**src/rtl/sys_cntr_tx.sv**
```systemverilog
// Transmit-side controller: captures RegFile read data or ALU results and
// pushes them LSB byte first into the TX FIFO write port.
module sys_cntr_tx #(
    parameter int unsigned width = 8
) (
    input  logic               CLK,
    input  logic               Reset,
    input  logic [width-1:0]   RdData,
    input  logic               RdData_Valid,
    input  logic [2*width-1:0] ALU_OUT,
    input  logic               OUT_Valid,
    input  logic               FIFO_FULL,
    output logic [width-1:0]   FIFO_WR_DATA,
    output logic               FIFO_WR_INC,
    output logic               Busy,
    output logic               Overrun
);

    typedef enum logic [1:0] {
        StIdle,
        StSendRd,
        StSendLo,
        StSendHi
    } state_e;

    state_e             state_q;
    logic [2*width-1:0] cap_q;
    logic               overrun_q;
    logic               any_valid;

    assign any_valid = RdData_Valid | OUT_Valid;

    always_ff @(posedge CLK or negedge Reset) begin
        if (!Reset) begin
            state_q   <= StIdle;
            cap_q     <= '0;
            overrun_q <= 1'b0;
        end else begin
            overrun_q <= 1'b0;
            case (state_q)
                StIdle: begin
                    if (RdData_Valid) begin
                        // Read data wins a same-cycle collision; the ALU result is dropped.
                        cap_q[width-1:0] <= RdData;
                        state_q          <= StSendRd;
                        overrun_q        <= OUT_Valid;
                    end else if (OUT_Valid) begin
                        cap_q   <= ALU_OUT;
                        state_q <= StSendLo;
                    end
                end
                StSendRd: begin
                    overrun_q <= any_valid;
                    if (!FIFO_FULL) begin
                        state_q <= StIdle;
                    end
                end
                StSendLo: begin
                    overrun_q <= any_valid;
                    if (!FIFO_FULL) begin
                        state_q <= StSendHi;
                    end
                end
                StSendHi: begin
                    overrun_q <= any_valid;
                    if (!FIFO_FULL) begin
                        state_q <= StIdle;
                    end
                end
                default: begin
                    state_q <= StIdle;
                end
            endcase
        end
    end

    // Push strobe is combinational so it follows FIFO_FULL within the cycle.
    always_comb begin
        FIFO_WR_DATA = '0;
        FIFO_WR_INC  = 1'b0;
        Busy         = 1'b0;
        case (state_q)
            StSendRd, StSendLo: begin
                FIFO_WR_DATA = cap_q[width-1:0];
                FIFO_WR_INC  = !FIFO_FULL;
                Busy         = 1'b1;
            end
            StSendHi: begin
                FIFO_WR_DATA = cap_q[2*width-1:width];
                FIFO_WR_INC  = !FIFO_FULL;
                Busy         = 1'b1;
            end
            default: begin
                FIFO_WR_DATA = '0;
                FIFO_WR_INC  = 1'b0;
                Busy         = 1'b0;
            end
        endcase
    end

    assign Overrun = overrun_q;

endmodule

```
**config.mk**
```make
export PLATFORM = sky130hd
export DESIGN_NAME = sys_cntr_tx
export DESIGN_NICKNAME = d
export VERILOG_FILES = /design/src/rtl/sys_cntr_tx.sv
export SDC_FILE = /design/constraint.sdc
export NUM_CORES = 1
export LEC_CHECK = 0
export CAP_MARGIN = 20
export CELL_PAD_IN_SITES_DETAIL_PLACEMENT = 1
export CELL_PAD_IN_SITES_GLOBAL_PLACEMENT = 2
export CORE_MARGIN = 2
export CORE_UTILIZATION = 28
export CTS_CLUSTER_DIAMETER = 60
export DETAILED_ROUTE_END_ITERATION = 10
export GPL_ROUTABILITY_DRIVEN = 0
export GPL_TIMING_DRIVEN = 0
export PLACE_DENSITY_LB_ADDON = 0.2
export SLEW_MARGIN = 15
export SYNTH_ARGS = -nofsm -noshare
export SYNTH_HDL_FRONTEND = slang
export SYNTH_SLANG_ARGS = --single-unit
```
**constraint.sdc**
```tcl
create_clock -name CLK -period 2.6 [get_ports CLK]
set_input_delay 0.52 -clock CLK [delete_from_list [all_inputs] [get_ports CLK]]
set_output_delay 0.52 -clock CLK [all_outputs]
set_load 0.05 [all_outputs]
```
==> results of run 1 <==
==> placed cells by master, fill, tap and decap left out, types with 2 or more instances in the layout <==
cell type / instances
inv_1: 2
and3b_1: 7
clkdlybuf4s50_1: 29
nor2_1: 9
buf_6: 2
dfrtp_1: 19
mux2_4: 8
a22oi_1: 10
o21ai_0: 2
nand2_1: 9
o21ai_1: 10
clkbuf_8: 3
buf_2: 2
a21oi_1: 7
ha_1: 5
clkdlybuf4s15_2: 8
==> power breakdown <==
group | total, mW | switching [mW] | internal [mW]
Sequential | 0.533 | 0.0927 | 0.440
Clock | 0.205 | 0.0988 | 0.106
Combinational | 1.15 | 0.709 | 0.444
==> flip-flops by register name (all words and copies together) (netlist names) <==
name / flops
state_q: 2
Overrun: 1
cap_q: 16
==> metrics by stage <==
step | instances | setup WS (ps) | setup TNS (ps) | area, um^2 | util, %
finish | 194 | 223 | 0 | 1610 | 42.9
global route | 194 | 37.0 | 0 | 1610 | 42.9
CTS | 195 | 28.5 | 0 | 1610 | 43.1
detailed placement | 191 | -113 | -574 | 1560 | 41.7
global placement | 191 | -35.0 | -37.2 | 1560 | 41.7
floorplan | 104 | 366 | 0 | 1110 | -
==> synthesized netlist by cell type (2+ instances only) <==
| library cell | instances |
|---|---|
| dfrtp_1 | 19 |
| mux2_4 | 8 |
| inv_1 | 2 |
| nor2_1 | 9 |
| o21ai_0 | 2 |
| o21ai_1 | 10 |
| and3b_1 | 7 |
| buf_6 | 2 |
| nand2_1 | 9 |
| buf_2 | 2 |
| a22oi_1 | 10 |
| ha_1 | 5 |
| a21oi_1 | 7 |
==> routing by layer <==
metal	routed length [um]	part of all wire, %	track usage (%)	vias up
li1	-	-	-	454
met1	1480	50	21.5	436
met2	1280	43	22.6	36
met3	174	5.9	2.03	2
met4	27	0.91	4.59	0
met5	0	0	0	-
==> worst max-delay path: cells and delay by family (launching register included) <==
family	cells	cell delay (ps)
DFF	1	400
and+or+nand+nor	1	110
AOI/OAI and AO/OA	1	140
buffers and inverters	2	500
adders and majority gates	1	460
==> worst paths after layout <==
check                            from               to  slack (ps)  cells after the start
min reg2reg                  cap_q[7]         cap_q[7]         510                      2
max in group asynchronous       Reset         cap_q[1]        1270                      1
min in group asynchronous       Reset        cap_q[15]         780                      1
max reg2reg                state_q[0]         cap_q[8]        1020                      4
max                        state_q[0]  FIFO_WR_DATA[1]         220                      5
min                          cap_q[7]         cap_q[7]         510                      2
==> cell families after synthesis <==
kind of cell | synth area share [%]
multiplexers | 10.8
AND/OR/NAND/NOR | 14.4
flip-flops | 42.8
AO/OA/AOI/OAI | 20.0
adder cells (fa/ha/maj) | 6.65
buffers and inverters | 5.30
==> layout make-up <==
class / count / area (um^2)
fill: 433 / 2140
multi-input combinational: 75 / 576
sequential: 19 / 475
timing repair buffer: 39 / 394
tap: 48 / 60.1
buffer: 6 / 43.8
clock buffer: 3 / 41.3
inverter: 3 / 11.3
clock inverter: 1 / 5.00
==> results.ini, run 1 <==
[clock_network]
cts.sinks = 19
cts-resized-gates = 26
holdBufCountCts = 0
cts_buffer_depth = 2
cts_tree = yes
cts.clk_slew.worst_paths_ps = 70
cts_htree_levels = 1
cts_root_buf = clkbuf_8
post_cts_buffers = 0
numCtsBuffers = 3
clkLatencyLatePin_ps = 250

[critical_path]
worstPathCellList = inv_1, ha_1, a22oi_1, nor2_1, clkdlybuf4s15_2
start_kind = flip-flop
cp.arrival_ps = 1860
path_class = flip-flop to output pin
cp_slowest_stage_delay_ps = 460
crit_fanout = 8
cp_slowest_cell = ha_1
setup.worst_path.end_class = output pin
worstPathRequired_ps = 2080

[finish]
syn_to_final_growth_pct = 44.8
antennaDiodeCount = 0
drive_above_1_share_pct = 22.6
finalNetCount = 181

[global_routing]
first_global_vias = 957
overflow = 0
grt_start_max_net_pins = 20
grt_usage_pct = 14.8
antenna_found_initial = 0
grt_pass1_wl_um = 4970

[die]
ioPinCount = 40
coreArea_um2 = 3740
die-area_um2 = 4480
die_h_um = 67.0
std_cell_rows = 22
floorplan.die.width_um = 67.0
start_util_pct = 29.6

[placed_design]
io_buffers = 39
hpwl_um = 2260

[timing]
slew_headroom_pct = 39.2
max_slew.worst_pin.slew_ps = 910
clock_skew_ps = 0.965
holdWs_ps = 510
rsz0062_at_grt = no
layout_min_cycle_time_ps = 2380
period_share_pct = 91.4
hold_violations = 0
max_freq_mhz = 421
slew_violations = 0
finalSetupViolCount = 0

[synth]
synth-main-ff-cell = dfrtp_1
synth-async-reset-ratio_pct = 100
yosysTopAreaCellShare_pct = 42.8
yosysWarnings = 0
synth_fp_nets = 138
synth_cell_types = 25
syn-instance-count = 104
avgSynthCellArea_um2 = 10.7
syn_area_um2 = 1110
synth_seq_cells = 19
synth_top_area_cell = dfrtp_1
synth_edf_count = 0
ys_top_cells_by_area = dfrtp_1 (43%), mux2_4 (11%), a22oi_1 (6.8%)
ys_seq_area_share_pct = 42.8

[power_and_ir_drop]
leakagePower_nw = 0.733
vdd_ir_drop_max_mv = 0.476
power_density_nw_per_um2 = 1180
power.total_mw = 1.89

[drt]
via_per_inst = 4.78
wl_um = 2960
drt_iter0_drc = 49
firstDrtPassIters = 4
ant_nets = 0
route.detailed.drc = 0
vias = 928
wl_per_cell_um = 15.3

[run_status]
outcome = finished, final reports clean

[min_path]
holdCritPathClass = flip-flop to flip-flop

[run]
drv_cap = 0

No activity file was read; power rests on OpenSTA's default activity.
==> inputs of run 2 (changes only) <==
Settings changed: SETUP_SLACK_MARGIN set to 0.4.
==> run 2 against run 1 <==
  * Fmax up 11%
  * Final area up 3.1%
  * Clock skew is 2.8 ps higher
  * Sequential share of layout area fell by 0.89 points
  * Count of clock-buffer cells in the layout grew 1
  * Combinational power grew 12%
  * Sequential power is 3% higher
  * Critical endpoint is now FIFO_WR_DATA[7]
  * First-iteration DRC count is 22% lower
==> results.ini, run 2 (synthesis results as in run 1) <==
[finish]
max_flop_register = cap_q
fillCellCount = 443
finalNetCount = 184
syn_to_final_growth_pct = 49.3
antennaDiodeCount = 0
layout_common_cells = clkdlybuf4s50_1 (29), dfrtp_1 (19), buf_4 (13), o21ai_1 (10), nand2_1 (9)
regArea_um2 = 475
drive_above_1_share_pct = 36.2
post-route-util_pct = 44.3
multi_input_comb_area_um2 = 628
largest_reg_flops = 16
final_common_cell = clkdlybuf4s50_1

[die]
coreArea_um2 = 3740
start_util_pct = 29.6
ioPinCount = 40
die_h_um = 67.0
std_cell_rows = 22
die-area_um2 = 4480
floorplan.die.width_um = 67.0

[run_status]
outcome = finished, final reports clean

[timing]
max_freq_mhz = 468
finalSetupViolCount = 0
holdWs_ps = 510
layout_min_cycle_time_ps = 2140
clock_skew_ps = 3.80
hold_violations = 0
rsz0062_at_grt = no
tns_ps = 0
period_share_pct = 82.1
slew_headroom_pct = 39.5
slew_violations = 0
max_slew.worst_pin.slew_ps = 905

[power_and_ir_drop]
p_sw_mw = 0.980
clkPwrFrac_pct = 10.3
p_int_mw = 1.07
vdd_ir_drop_max_mv = 0.350
power_density_nw_per_um2 = 1240
seqPwrFrac_pct = 26.8
switching_share_pct = 47.9
combPwrFrac_pct = 62.9
leakagePower_nw = 0.755

[min_path]
holdCritPathClass = flip-flop to flip-flop
hold_depth = 2
min_to = cap_q[5]
hold_path_startpoint = cap_q[5]

[critical_path]
r2r_end = state_q[0]
cp_slowest_stage_delay_ps = 420
crit_family = buffers and inverters
cp.arrival_ps = 1620
reg2regPathDepth = 6
path_class = flip-flop to output pin
crit_fanout = 8
cp_num_buf_inv = 3
rrSetupSlack_ps = 1080
start_kind = flip-flop
path_common_cell = buf_4
setup.worst_path.end_class = output pin
r2r-start = state_q[0]
worstPathCellList = inv_2, ha_1, buf_4, a22oi_1, nor2_2, buf_4
cp_slowest_cell = dfrtp_1
worstPathRequired_ps = 2080

[global_routing]
antenna_found_initial = 0
grt_usage_pct = 15.2
grt_start_max_net_pins = 20
first_global_vias = 1045
overflow = 0
grt_pass1_wl_um = 5110

[drt]
wl_per_cell_um = 15.6
firstDrtPassIters = 2
vias = 941
via_per_inst = 4.78
route.detailed.drc = 0
ant_nets = 0
wl_um = 3080
drt_iter0_drc = 38

[placed_design]
hpwl_um = 2330
io_buffers = 39

[clock_network]
cts_buffer_depth = 2
numCtsBuffers = 3
cts_htree_levels = 1
holdBufCountCts = 0
cts.sinks = 19
clkLatencyLatePin_ps = 260
cts_tree = yes
cts.clk_slew.worst_paths_ps = 70
cts_root_buf = clkbuf_8

[run]
drv_cap = 0

## run 2: tightest hold or removal path: stages, from the launching register on
cell and delay [ps]:
dfrtp_1 360, nand2_1 50, o21ai_1 60
## run 2: power by group through the flow
stage	combinational (mW)	sequential [mW]	clock, mW
global placement	1.22	0.530	0
CTS	1.23	0.533	0.218
floorplan	0.883	0.523	0
detailed placement	1.23	0.541	0
finish	1.29	0.548	0.211
global route	1.40	0.563	0.230
## run 2: per-stage QoR
step	power [mW]	cell area (um^2)	setup slack, ps	cells
2_1_floorplan	1.41	1130	581	104
3_3_place_gp	1.75	1580	-50.3	191
3_5_place_dp	1.77	1580	-74.4	191
4_1_cts	1.98	1610	402	196
5_1_grt	2.19	1660	406	197
6_report	2.05	1660	465	197
## run 2: worst max path at each step
stage / slack, ps / endpoint / cells after the start / from
2_1_floorplan: 580 / FIFO_WR_DATA[1] / 5 / state_q[0]
3_3_place_gp: -50 / FIFO_WR_DATA[1] / 6 / state_q[0]
3_5_place_dp: -70 / FIFO_WR_DATA[1] / 6 / state_q[0]
4_1_cts: 400 / FIFO_WR_DATA[3] / 6 / state_q[0]
5_1_grt: 410 / FIFO_WR_DATA[7] / 6 / state_q[1]
6_report: 460 / FIFO_WR_DATA[7] / 6 / state_q[1]
## run 2: area by class of cell
cell class	count	share of cell area, %
Multi-Input combinational cell	75	37.9
Sequential cell	19	28.7
Timing Repair Buffer	41	23.2
Tap cell	48	3.63
Buffer	7	3.17
Clock buffer	4	2.72
Inverter	3	0.680
## run 2: timing repair
action	4_1_cts	5_1_grt
endpoints found under the setup margin	10	10
buffers inserted	1	1
gates resized for setup	59	13
cloned	0	0
## run 2: per-layer routing
layer | part of all wire [%] | track usage [%] | routed length (um) | vias up
met4 | 1.1 | 5.36 | 34 | 0
met3 | 5.5 | 2.53 | 170 | 4
met2 | 49 | 25.4 | 1520 | 28
li1 | - | - | - | 455
met5 | 0 | 0 | 0 | -
met1 | 44 | 19.8 | 1360 | 454
